## config.mk

```make
export PLATFORM = sky130hd
export DESIGN_NAME = risc_control_unit
export DESIGN_NICKNAME = d
export VERILOG_FILES = /design/src/rtl/risc_pkg.sv /design/src/rtl/risc_ctrl_decode.sv /design/src/rtl/risc_control_unit.sv
export SDC_FILE = /design/constraint.sdc
export NUM_CORES = 1
export LEC_CHECK = 0
export CAP_MARGIN = 30
export CORE_MARGIN = 4
export CORE_UTILIZATION = 41
export CTS_CLUSTER_DIAMETER = 30
export DETAILED_ROUTE_END_ITERATION = 12
export PLACE_DENSITY = 0.79
export SLEW_MARGIN = 20
export SYNTH_ARGS = -nofsm -noshare
export SYNTH_HDL_FRONTEND = slang
export SYNTH_HIERARCHICAL = 1
export SYNTH_SLANG_ARGS = --single-unit
```

## constraint.sdc

```tcl
create_clock -name clk -period 2.4 [get_ports clk]
set_clock_uncertainty 0.1 [all_clocks]
set_input_delay 0.48 -clock clk [delete_from_list [all_inputs] [get_ports clk]]
set_output_delay 0.48 -clock clk [all_outputs]
set_load 0.005 [all_outputs]
```

## src/rtl/risc_pkg.sv

```systemverilog
// risc_pkg: shared definitions for the 8-bit RISC control unit.
//   - opcode constants (shared with the ALU select encoding)
//   - control FSM state enumeration
//   - Bus_1 / Bus_2 mux select encodings
//   - instruction field slice positions: opcode[7:4], src[3:2], dest[1:0]
//   - helper to build the one-hot register load vector
package risc_pkg;

  localparam int WORD_SIZE = 8;
  localparam int OP_SIZE   = 4;
  localparam int SEL1_SIZE = 3;
  localparam int SEL2_SIZE = 2;

  // Instruction field positions
  localparam int OPC_MSB  = 7;
  localparam int OPC_LSB  = 4;
  localparam int SRC_MSB  = 3;
  localparam int SRC_LSB  = 2;
  localparam int DEST_MSB = 1;
  localparam int DEST_LSB = 0;

  // Opcodes; the ALU decodes the same values on its select input
  localparam logic [3:0] OP_NOP = 4'h0;
  localparam logic [3:0] OP_ADD = 4'h1;
  localparam logic [3:0] OP_SUB = 4'h2;
  localparam logic [3:0] OP_AND = 4'h3;
  localparam logic [3:0] OP_NOT = 4'h4;
  localparam logic [3:0] OP_RD  = 4'h5;
  localparam logic [3:0] OP_WR  = 4'h6;
  localparam logic [3:0] OP_BR  = 4'h7;
  localparam logic [3:0] OP_BRZ = 4'h8;
  localparam logic [3:0] OP_SHL = 4'h9;
  localparam logic [3:0] OP_SHR = 4'hA;
  localparam logic [3:0] OP_INC = 4'hB;

  // Bus_1 select: 0..3 pick R0..R3, 4 picks PC
  localparam logic [2:0] SEL1_PC = 3'd4;

  // Bus_2 select
  localparam logic [1:0] SEL2_ALU  = 2'd0;
  localparam logic [1:0] SEL2_BUS1 = 2'd1;
  localparam logic [1:0] SEL2_MEM  = 2'd2;

  typedef enum logic [3:0] {
    S_IDLE = 4'd0,
    S_FET1 = 4'd1,
    S_FET2 = 4'd2,
    S_DEC  = 4'd3,
    S_EX1  = 4'd4,
    S_RD1  = 4'd5,
    S_RD2  = 4'd6,
    S_WR1  = 4'd7,
    S_WR2  = 4'd8,
    S_BR1  = 4'd9,
    S_BR2  = 4'd10,
    S_HALT = 4'd11
  } state_t;

  // One-hot load vector for R3..R0 from a 2-bit register index
  function automatic logic [3:0] reg_onehot(input logic [1:0] idx);
    return 4'b0001 << idx;
  endfunction

endpackage

```

## src/rtl/risc_ctrl_decode.sv

```systemverilog
// risc_ctrl_decode: purely combinational output decoder of the control FSM.
// Inputs : state_i (current state), instruction_i (IR), zero_i (Reg_Z), rst_i
// Outputs: ALU select, Bus_1/Bus_2 selects, register/PC/IR/address/Y/Z loads,
//          memory write strobe and halted flag.
// While rst_i is high every output is forced to 0 so no partial load can
// happen when reset hits mid-instruction.
// Optional build macro: RISC_ILLEGAL_TRAP_EN (enables halted in S_HALT).
module risc_ctrl_decode
  import risc_pkg::*;
(
  input  logic [3:0] state_i,
  input  logic [7:0] instruction_i,
  input  logic       zero_i,
  input  logic       rst_i,
  output logic [3:0] alu_sel_o,
  output logic [2:0] sel_bus_1_o,
  output logic [1:0] sel_bus_2_o,
  output logic [3:0] load_r_o,
  output logic       load_pc_o,
  output logic       inc_pc_o,
  output logic       load_ir_o,
  output logic       load_add_r_o,
  output logic       load_reg_y_o,
  output logic       load_reg_z_o,
  output logic       write_o,
  output logic       halted_o
);

  logic [3:0] opcode_s;
  logic [1:0] src_s;
  logic [1:0] dest_s;
  state_t     state_s;

  assign opcode_s = instruction_i[OPC_MSB:OPC_LSB];
  assign src_s    = instruction_i[SRC_MSB:SRC_LSB];
  assign dest_s   = instruction_i[DEST_MSB:DEST_LSB];
  assign state_s  = state_t'(state_i);

  // Output decode from state, IR and zero flag
  always_comb begin
    alu_sel_o    = 4'h0;
    sel_bus_1_o  = 3'd0;
    sel_bus_2_o  = 2'd0;
    load_r_o     = 4'b0000;
    load_pc_o    = 1'b0;
    inc_pc_o     = 1'b0;
    load_ir_o    = 1'b0;
    load_add_r_o = 1'b0;
    load_reg_y_o = 1'b0;
    load_reg_z_o = 1'b0;
    write_o      = 1'b0;
    halted_o     = 1'b0;
    if (rst_i) begin
      // everything stays at its inactive default
      alu_sel_o = 4'h0;
    end else begin
      case (state_s)
        S_FET1: begin
          sel_bus_1_o  = SEL1_PC;
          sel_bus_2_o  = SEL2_BUS1;
          load_add_r_o = 1'b1;
        end
        S_FET2: begin
          sel_bus_2_o = SEL2_MEM;
          load_ir_o   = 1'b1;
          inc_pc_o    = 1'b1;
        end
        S_DEC: begin
          case (opcode_s)
            OP_ADD, OP_SUB, OP_AND: begin
              // first operand goes to Reg_Y; the ALU pairs it with dest in S_EX1
              sel_bus_1_o  = {1'b0, src_s};
              sel_bus_2_o  = SEL2_BUS1;
              load_reg_y_o = 1'b1;
            end
            OP_NOT, OP_SHL, OP_SHR, OP_INC: begin
              sel_bus_1_o  = {1'b0, src_s};
              alu_sel_o    = opcode_s;
              sel_bus_2_o  = SEL2_ALU;
              load_r_o     = reg_onehot(dest_s);
              load_reg_z_o = 1'b1;
            end
            OP_RD, OP_WR, OP_BR: begin
              sel_bus_1_o  = SEL1_PC;
              sel_bus_2_o  = SEL2_BUS1;
              load_add_r_o = 1'b1;
            end
            OP_BRZ: begin
              if (zero_i) begin
                sel_bus_1_o  = SEL1_PC;
                sel_bus_2_o  = SEL2_BUS1;
                load_add_r_o = 1'b1;
              end else begin
                // not taken: step PC over the operand byte
                inc_pc_o = 1'b1;
              end
            end
            default: begin
              // NOP and opcodes C-F drive nothing here
              alu_sel_o = 4'h0;
            end
          endcase
        end
        S_EX1: begin
          sel_bus_1_o  = {1'b0, dest_s};
          alu_sel_o    = opcode_s;
          sel_bus_2_o  = SEL2_ALU;
          load_r_o     = reg_onehot(dest_s);
          load_reg_z_o = 1'b1;
        end
        S_RD1, S_WR1: begin
          sel_bus_2_o  = SEL2_MEM;
          load_add_r_o = 1'b1;
          inc_pc_o     = 1'b1;
        end
        S_RD2: begin
          sel_bus_2_o = SEL2_MEM;
          load_r_o    = reg_onehot(dest_s);
        end
        S_WR2: begin
          sel_bus_1_o = {1'b0, src_s};
          write_o     = 1'b1;
        end
        S_BR1: begin
          sel_bus_2_o  = SEL2_MEM;
          load_add_r_o = 1'b1;
        end
        S_BR2: begin
          sel_bus_2_o = SEL2_MEM;
          load_pc_o   = 1'b1;
        end
        S_HALT: begin
`ifdef RISC_ILLEGAL_TRAP_EN
          halted_o = 1'b1;
`else
          halted_o = 1'b0;
`endif
        end
        default: begin
          // S_IDLE and unused encodings drive nothing
          alu_sel_o = 4'h0;
        end
      endcase
    end
  end

endmodule

```

## src/rtl/risc_control_unit.sv

```systemverilog
// risc_control_unit: control FSM of the 8-bit RISC datapath.
// Ports:
//   clk, rst (synchronous, active-high)
//   instruction - IR contents; zero - registered ALU zero flag (Reg_Z)
//   alu_sel, sel_bus_1, sel_bus_2 - ALU select and bus mux selects
//   load_r, load_pc, inc_pc, load_ir, load_add_r, load_reg_y, load_reg_z
//   write - memory write strobe; halted - FSM sits in S_HALT
// Only the state is registered; outputs are decoded combinationally by
// risc_ctrl_decode.
// Optional build macro: RISC_ILLEGAL_TRAP_EN - opcodes C-F halt the FSM
// until reset; without it they behave as NOP and halted stays 0.
module risc_control_unit
  import risc_pkg::*;
#(
  parameter int word_size = WORD_SIZE,
  parameter int op_size   = OP_SIZE,
  parameter int sel1_size = SEL1_SIZE,
  parameter int sel2_size = SEL2_SIZE
) (
  input  logic                 clk,
  input  logic                 rst,
  input  logic [word_size-1:0] instruction,
  input  logic                 zero,
  output logic [op_size-1:0]   alu_sel,
  output logic [sel1_size-1:0] sel_bus_1,
  output logic [sel2_size-1:0] sel_bus_2,
  output logic [3:0]           load_r,
  output logic                 load_pc,
  output logic                 inc_pc,
  output logic                 load_ir,
  output logic                 load_add_r,
  output logic                 load_reg_y,
  output logic                 load_reg_z,
  output logic                 write,
  output logic                 halted
);

  state_t     state_q;
  state_t     state_d;
  logic [3:0] opcode_s;

  assign opcode_s = instruction[OPC_MSB:OPC_LSB];

  // State register with synchronous reset
  always_ff @(posedge clk) begin
    if (rst) begin
      state_q <= S_IDLE;
    end else begin
      state_q <= state_d;
    end
  end

  // Next-state logic
  always_comb begin
    state_d = state_q;
    case (state_q)
      S_IDLE: state_d = S_FET1;
      S_FET1: state_d = S_FET2;
      S_FET2: state_d = S_DEC;
      S_DEC: begin
        case (opcode_s)
          OP_NOP:                         state_d = S_FET1;
          OP_ADD, OP_SUB, OP_AND:         state_d = S_EX1;
          OP_NOT, OP_SHL, OP_SHR, OP_INC: state_d = S_FET1;
          OP_RD:                          state_d = S_RD1;
          OP_WR:                          state_d = S_WR1;
          OP_BR:                          state_d = S_BR1;
          OP_BRZ: begin
            if (zero) begin
              state_d = S_BR1;
            end else begin
              state_d = S_FET1;
            end
          end
          default: begin
`ifdef RISC_ILLEGAL_TRAP_EN
            state_d = S_HALT;
`else
            state_d = S_FET1;
`endif
          end
        endcase
      end
      S_EX1:  state_d = S_FET1;
      S_RD1:  state_d = S_RD2;
      S_RD2:  state_d = S_FET1;
      S_WR1:  state_d = S_WR2;
      S_WR2:  state_d = S_FET1;
      S_BR1:  state_d = S_BR2;
      S_BR2:  state_d = S_FET1;
      S_HALT: state_d = S_HALT;
      default: state_d = S_IDLE;
    endcase
  end

  risc_ctrl_decode u_decode (
    .state_i       (state_q),
    .instruction_i (instruction[7:0]),
    .zero_i        (zero),
    .rst_i         (rst),
    .alu_sel_o     (alu_sel),
    .sel_bus_1_o   (sel_bus_1),
    .sel_bus_2_o   (sel_bus_2),
    .load_r_o      (load_r),
    .load_pc_o     (load_pc),
    .inc_pc_o      (inc_pc),
    .load_ir_o     (load_ir),
    .load_add_r_o  (load_add_r),
    .load_reg_y_o  (load_reg_y),
    .load_reg_z_o  (load_reg_z),
    .write_o       (write),
    .halted_o      (halted)
  );

endmodule

```

==> results.md, run 1 <==
* Hpwl dp at 1850 um
* Finished Layout Cells at 160
* Worst path depth at 7
* Mapped Cells at 97
* Most frequent cells in the layout: buf_4 (16), nor2_1 (12), buf_2 (9)
* CP bufs+invs at 3
* DRC viols at 0
* Fillers at 120
* Worst slack, placed at -0.670 ns
* Vias in the first global route at 1,010
* Clk sink count at 4
* Total GRT Usage at 0.223
* Synth cell types at 43
* Core Footprint at 0.00156 mm2
* Mapped cell area at 701 um2
* Critical Path Fanout Max at 7
* Outcome: finished clean
* RSZ-0062 raised after global routing: true
* DR iter-0 viols at 17
* Clock tree buffer depth at 2
* Skew-Pair Late Insertion Delay at 0.24 ns
* Std-Cell Rows at 14
* CP endpoint kind: output pin
* Worst reg2reg path endpoint: state_q[0]
* Max capacitance violation total at 0
* Max rail drop VDD at 0.302 mV
* Ys async rst share at 0
* Placed insts at 154
* Initial antenna violation count at 0
* WS Path Type: reg2out
* Hold_buf cts at 0
* Leak at 0.541 nW
* Post-route minimum period at 2.35 ns
* Peak Freq at 425 MHz
* Min setup slack post-route at 0.0487 ns
* Final Util at 0.777
* Initial Util at 0.449
* Largest delay share family, worst path: buffers and inverters
* Routability cong. at 0.763
* Vias after detailed routing at 948
* I/O Pins at 32
* Root buffer cell: clkbuf_4
* Biggest regs: state_q (4)
* Startpoint Class: register
* CP arrival at 1.77 ns
* Hold Path Sink: state_q[1]
* Reg clk slew, reported paths at 0.04 ns
* Register area share after synthesis at 0.114
* CTS H-tree lvls at 1
* Die ar. at 0.00243 mm2
* Critical Path Start: state_q[2]
* CP required at 1.82 ns
* # diodes at 0
* Worst path max stage delay at 0.38 ns
* ANT nets after route at 0
* CTS tree: yes
* DP Area at 0.00112 mm2
* Setup violators final at 0
* Vias per inst at 5.93
* Global route overflow at 0
* Final-report hold violation count at 0
* Die Height at 49.3 um
* Design Area, Final at 0.00121 mm2
* Share of layout cells above drive strength 1 at 0.403
* Width of the die at 49.3 um
* Ys flop type: dfxtp_1
* Hold_sp: state_q[2]
* Post-synth EDFFs at 0
* Routed len/inst at 16.0 um
* Max reg flops at 4
* Total CTS buffers at 3
* Global-route wire length before repair at 4380 um
* Routed Wire Length at 2560 um
* Most common cell after layout, fill and taps aside: buf_4
* NumNets Final at 157
* Synth Warn # at 6
* RR Startpoint: state_q[3]
* Reg-to-reg slack, setup at 1.01 ns
* Max-slew violations at 0
* Hold WC Path Type: reg2reg
* Drt first pass iters at 4
* WHS at 0.590 ns
* PwrDens at 279 mW/mm2
* Worst Hold Path Cells at 2
* Post-synthesis area per instance at 7.22 um2
* Synthesized flop and latch total at 4
* Largest net degree at the start of global routing at 21
* Syn-to-layout area delta at 72.9%
* Worst reg2reg path depth at 3
* Port Buffers at 30
* Register with the most flip-flops: state_q
* Max stage delay cell, worst path: dfxtp_4
* Net Count, Synth at 108
* Tcrit/Tclk final at 0.980
* Critical-path cell list: and2b_1 -> and3b_1 -> buf_6 -> buf_12 -> a21oi_2 -> nor2_1 -> dlygate4sd2_1
==> layer usage <==
metal / global-route usage / vias up / wire (um)
met2: 0.415 / 30 / 1330
met1: 0.235 / 447 / 1020
met4: 0.128 / 0 / 70
li1: - / 465 / -
met3: 0.0275 / 6 / 132
met5: 0 / - / 0
==> worst min-delay path, stage by stage (launching register included) <==
cell     delay (ns)
dfxtp_4        0.38
buf_4          0.16
o41ai_1        0.09
==> what timing repair did <==
item,in CTS,in global routing
endpoints found under the setup margin,20,10
gates resized for setup,72,9
pin swaps,8,6
setup buffers,3,0
==> worst max-delay path by stage <==
stage / slack (ns) / to
CTS: 0.0003 / load_r[1]
global route: -0.02 / load_reg_z
finish: 0.05 / load_reg_z
floorplan: 0.38 / load_r[1]
detailed placement: -0.67 / load_r[0]
global placement: -0.61 / load_r[2]
==> cell type report <==
cell class	count	area, um2	area share
clock buffers	3	22.5	0.0186
inverters	5	18.8	0.0155
flip-flops and latches	4	83.8	0.0692
well taps	16	20.0	0.0165
multi-input cells	81	638	0.527
repair buffers	51	428	0.353
==> metrics by stage <==
| stage | total power, mW | TNS, ns |
|---|---|---|
| after floorplan | 0.152 | 0 |
| after CTS | 0.333 | 0 |
| after detailed placement | 0.234 | -10.17 |
| after global placement | 0.228 | -9.55 |
| final | 0.338 | 0 |
| after global routing | 0.354 | -0.0163 |
==> power breakdown <==
group	switching, mW	internal, mW	total (mW)	leakage (nW)
Clock	0.0309	0.0562	0.0870	0.0138
Sequential	0.00518	0.0702	0.0754	0.0336
Combinational	0.0870	0.0884	0.175	0.494
Total	0.123	0.215	0.338	0.541
==> synth_stat cells, types with 2 or more instances <==
library cell / instances / area share
nor3b_1: 3 / 0.032
nor2_1: 13 / 0.070
o41ai_1: 3 / 0.038
a21oi_1: 8 / 0.057
nor4b_2: 2 / 0.043
a32oi_1: 2 / 0.025
dfxtp_1: 4 / 0.11
nor2b_1: 4 / 0.036
a22o_1: 2 / 0.025
nand2_1: 3 / 0.016
inv_1: 5 / 0.027
a31oi_1: 3 / 0.027
clkbuf_1: 4 / 0.021
buf_4: 2 / 0.021
o21ai_0: 4 / 0.029
nand2b_1: 4 / 0.036
nor3_1: 5 / 0.036
==> logic make-up after synthesis <==
kind of cell	share of synthesized area
buf+inv	0.0768
other cells	0.00535
compound gates	0.341
flops	0.114
simple gates	0.462
Power figures use the tool's default switching activity.
==> run 2, diff against run 1 <==
Settings changed: CORE_UTILIZATION 41 to 37, PLACE_DENSITY 0.79 to 0.76.
Clock period 2.4 ns to 2 ns, I/O delays scaled along.
==> results.md, run 2 (synthesis results as in run 1) <==
* # diodes at 0 (unchanged)
* ANT nets after route at 0 (unchanged)
* Int Power at 280 uW (+30%)
* Largest net degree at the start of global routing at 11 (-48%)
* Worst reg2reg path endpoint: state_q[2]
* Hold_sp: instruction[6]
* Biggest regs: state_q (4)
* Routability cong. at 0.811 (+6.3%)
* Register with the most flip-flops: state_q
* Syn-to-layout area delta at 94.6%
* Violated checks: negative setup slack
* Port Buffers at 30 (unchanged)
* NumNets Final at 166 (+5.7%)
* I/O Pins at 32 (unchanged)
* DRC viols at 0 (unchanged)
* CP required at 1.50 ns (-0.32 ns)
* Sw frac at 0.347 (-0.0173)
* WHS at 0.472 ns (-0.118 ns)
* DR iter-0 viols at 25 (+8)
* Hold Path Sink: state_q[3]
* Tcrit/Tclk final at 1.08
* CP arrival at 1.67 ns (-0.10 ns)
* CP endpoint kind: output pin
* Leak at 0.587 nW (+8.5%)
* Hold WC Path Type: in2reg
* WS Path Type: in2out
* Clk sink count at 4 (unchanged)
* Overall power at 428 uW (+27%)
* Routed Wire Length at 2800 um (+9.7%)
* Total GRT Usage at 0.208 (-0.0146)
* Share of layout cells above drive strength 1 at 0.595 (+0.192)
* Hpwl dp at 1850 um (about the same)
* CTS tree: yes
* Max reg flops at 4 (unchanged)
* Most frequent cells in the layout: buf_4 (22), buf_2 (17), nor2_1 (12)
* Critical Path Fanout Max at 4 (-3)
* Global-route wire length before repair at 4350 um (-0.78%)
* Post-route minimum period at 2.17 ns
* Clock tree buffer depth at 2 (unchanged)
* DP Area at 0.00118 mm2 (+5.5%)
* Logic gate share of total power at 0.575 (+0.056)
* Global route overflow at 0 (unchanged)
* Reg clk slew, reported paths at 0.03 ns (about the same)
* Hold_buf cts at 0 (unchanged)
* Design Area, Final at 0.00136 mm2 (+13%)
* Initial Util at 0.397 (-0.0523)
* Vias in the first global route at 1,020 (+0.99%)
* Skew-Pair Late Insertion Delay at 0.22 ns (-0.02 ns)
* Startpoint Class: primary input
* Die ar. at 0.00265 mm2 (+9.0%)
* Width of the die at 51.5 um (+4.4%)
* Peak Freq at 461 MHz
* Outcome: finished, violations left
* Std-Cell Rows at 15 (+1)
* RSZ-0062 raised after global routing: true
* Psw at 149 uW (+21%)
* Worst reg2reg path depth at 4 (+1)
* Routed len/inst at 15.7 um (-1.4%)
* Core Footprint at 0.00176 mm2 (+13%)
* Worst Hold Path Cells at 4 (+2)
* Max rail drop VDD at 0.337 mV (+11%)
* Sequential Power Share at 0.210 (-0.013)
* Max capacitance violation total at 0 (unchanged)
* Initial antenna violation count at 0 (unchanged)
* Reg-to-reg slack, setup at 0.60 ns (-0.41 ns)
* RR Startpoint: state_q[1]
* Drt first pass iters at 4 (unchanged)
* Die Height at 51.5 um (+4.4%)
* Vias after detailed routing at 1,017 (+7.3%)
* Root buffer cell: clkbuf_4
* Setup violators final at 11 (+11)
* CTS H-tree lvls at 1 (unchanged)
* Total CTS buffers at 3 (unchanged)
* Clock network fraction of total power at 0.216 (-0.042)
* Max-slew violations at 0 (unchanged)
* Most common cell after layout, fill and taps aside: buf_4
* Min setup slack post-route at -0.168 ns (-0.216 ns)
* Vias per inst at 5.71 (-3.6%)
* PwrDens at 314 mW/mm2 (+13%)
* Final-report hold violation count at 0 (unchanged)
-- run 2: cell count changes in the layout (fill, tap and decap cells not counted), moves of 3 or more --
| cell | before | now |
|---|---|---|
| buf_4 | 16 | 22 |
| nor3_1 | 4 | 1 |
| buf_6 | 4 | 8 |
| buf_2 | 9 | 17 |
| nor3_2 | 1 | 4 |
| clkdlybuf4s15_1 | 3 | 0 |
| dlygate4sd2_1 | 7 | 3 |
-- run 2: area by class of cell --
cell class                      count  area, um2
Tap cell                           25       31.3
Clock buffer                        3       22.5
Timing Repair Buffer               60        495
Sequential cell                     4       85.1
Fill cell                         141        400
Inverter                            5       18.8
Multi-Input combinational cell     81        711
-- run 2: layer usage --
metal | part of all wire | wire (um) | global-route usage
met1 | 0.42 | 1170 | 0.229
met5 | 0 | 0 | 0
met3 | 0.045 | 125 | 0.0143
met4 | 0.021 | 59 | 0.100
met2 | 0.52 | 1450 | 0.396
-- run 2: critical path: stages --
cell and delay (ns):
buf_6 0.09, or4b_4 0.56, o21ai_4 0.11, a21oi_4 0.10, nor4b_2 0.24, buf_2 0.15
-- run 2: timing repair --
action                     CTS  global route
hold endpoints to repair     0             0
resized for setup          117            19
gates cloned                 1             0
setup endpoints to repair   20            19
setup buffers                4             3
pin swaps                   14            11
-- run 2: worst max-delay path by stage --
stage	startpoint	depth (start not counted)	endpoint	slack [ns]
CTS	instruction[4]	6	load_r[1]	-0.17
finish	instruction[4]	6	load_r[1]	-0.17
global route	instruction[4]	6	load_r[1]	-0.20
detailed placement	instruction[5]	8	load_add_r	-0.87
floorplan	instruction[5]	4	load_r[1]	0.14
global placement	instruction[5]	6	load_r[2]	-0.81
-- run 2: metrics by stage --
stage / utilization / std cells / TNS (ns) / worst slack, ns
after floorplan: - / 97 / 0 / 0.141
final: 0.773 / 178 / -0.859 / -0.168
after detailed placement: 0.670 / 168 / -14.15 / -0.868
after CTS: 0.739 / 176 / -0.634 / -0.167
after global placement: 0.670 / 168 / -13.30 / -0.813
after global routing: 0.773 / 178 / -1.64 / -0.202
-- run 2: power by group through the flow --
stage	Combinational, mW	Clock (mW)	Sequential, mW
after floorplan	0.0873	0	0.0945
after global placement	0.192	0	0.0911
after detailed placement	0.198	0	0.0917
after CTS	0.223	0.0958	0.0894
after global routing	0.264	0.0980	0.0908
final	0.246	0.0923	0.0899
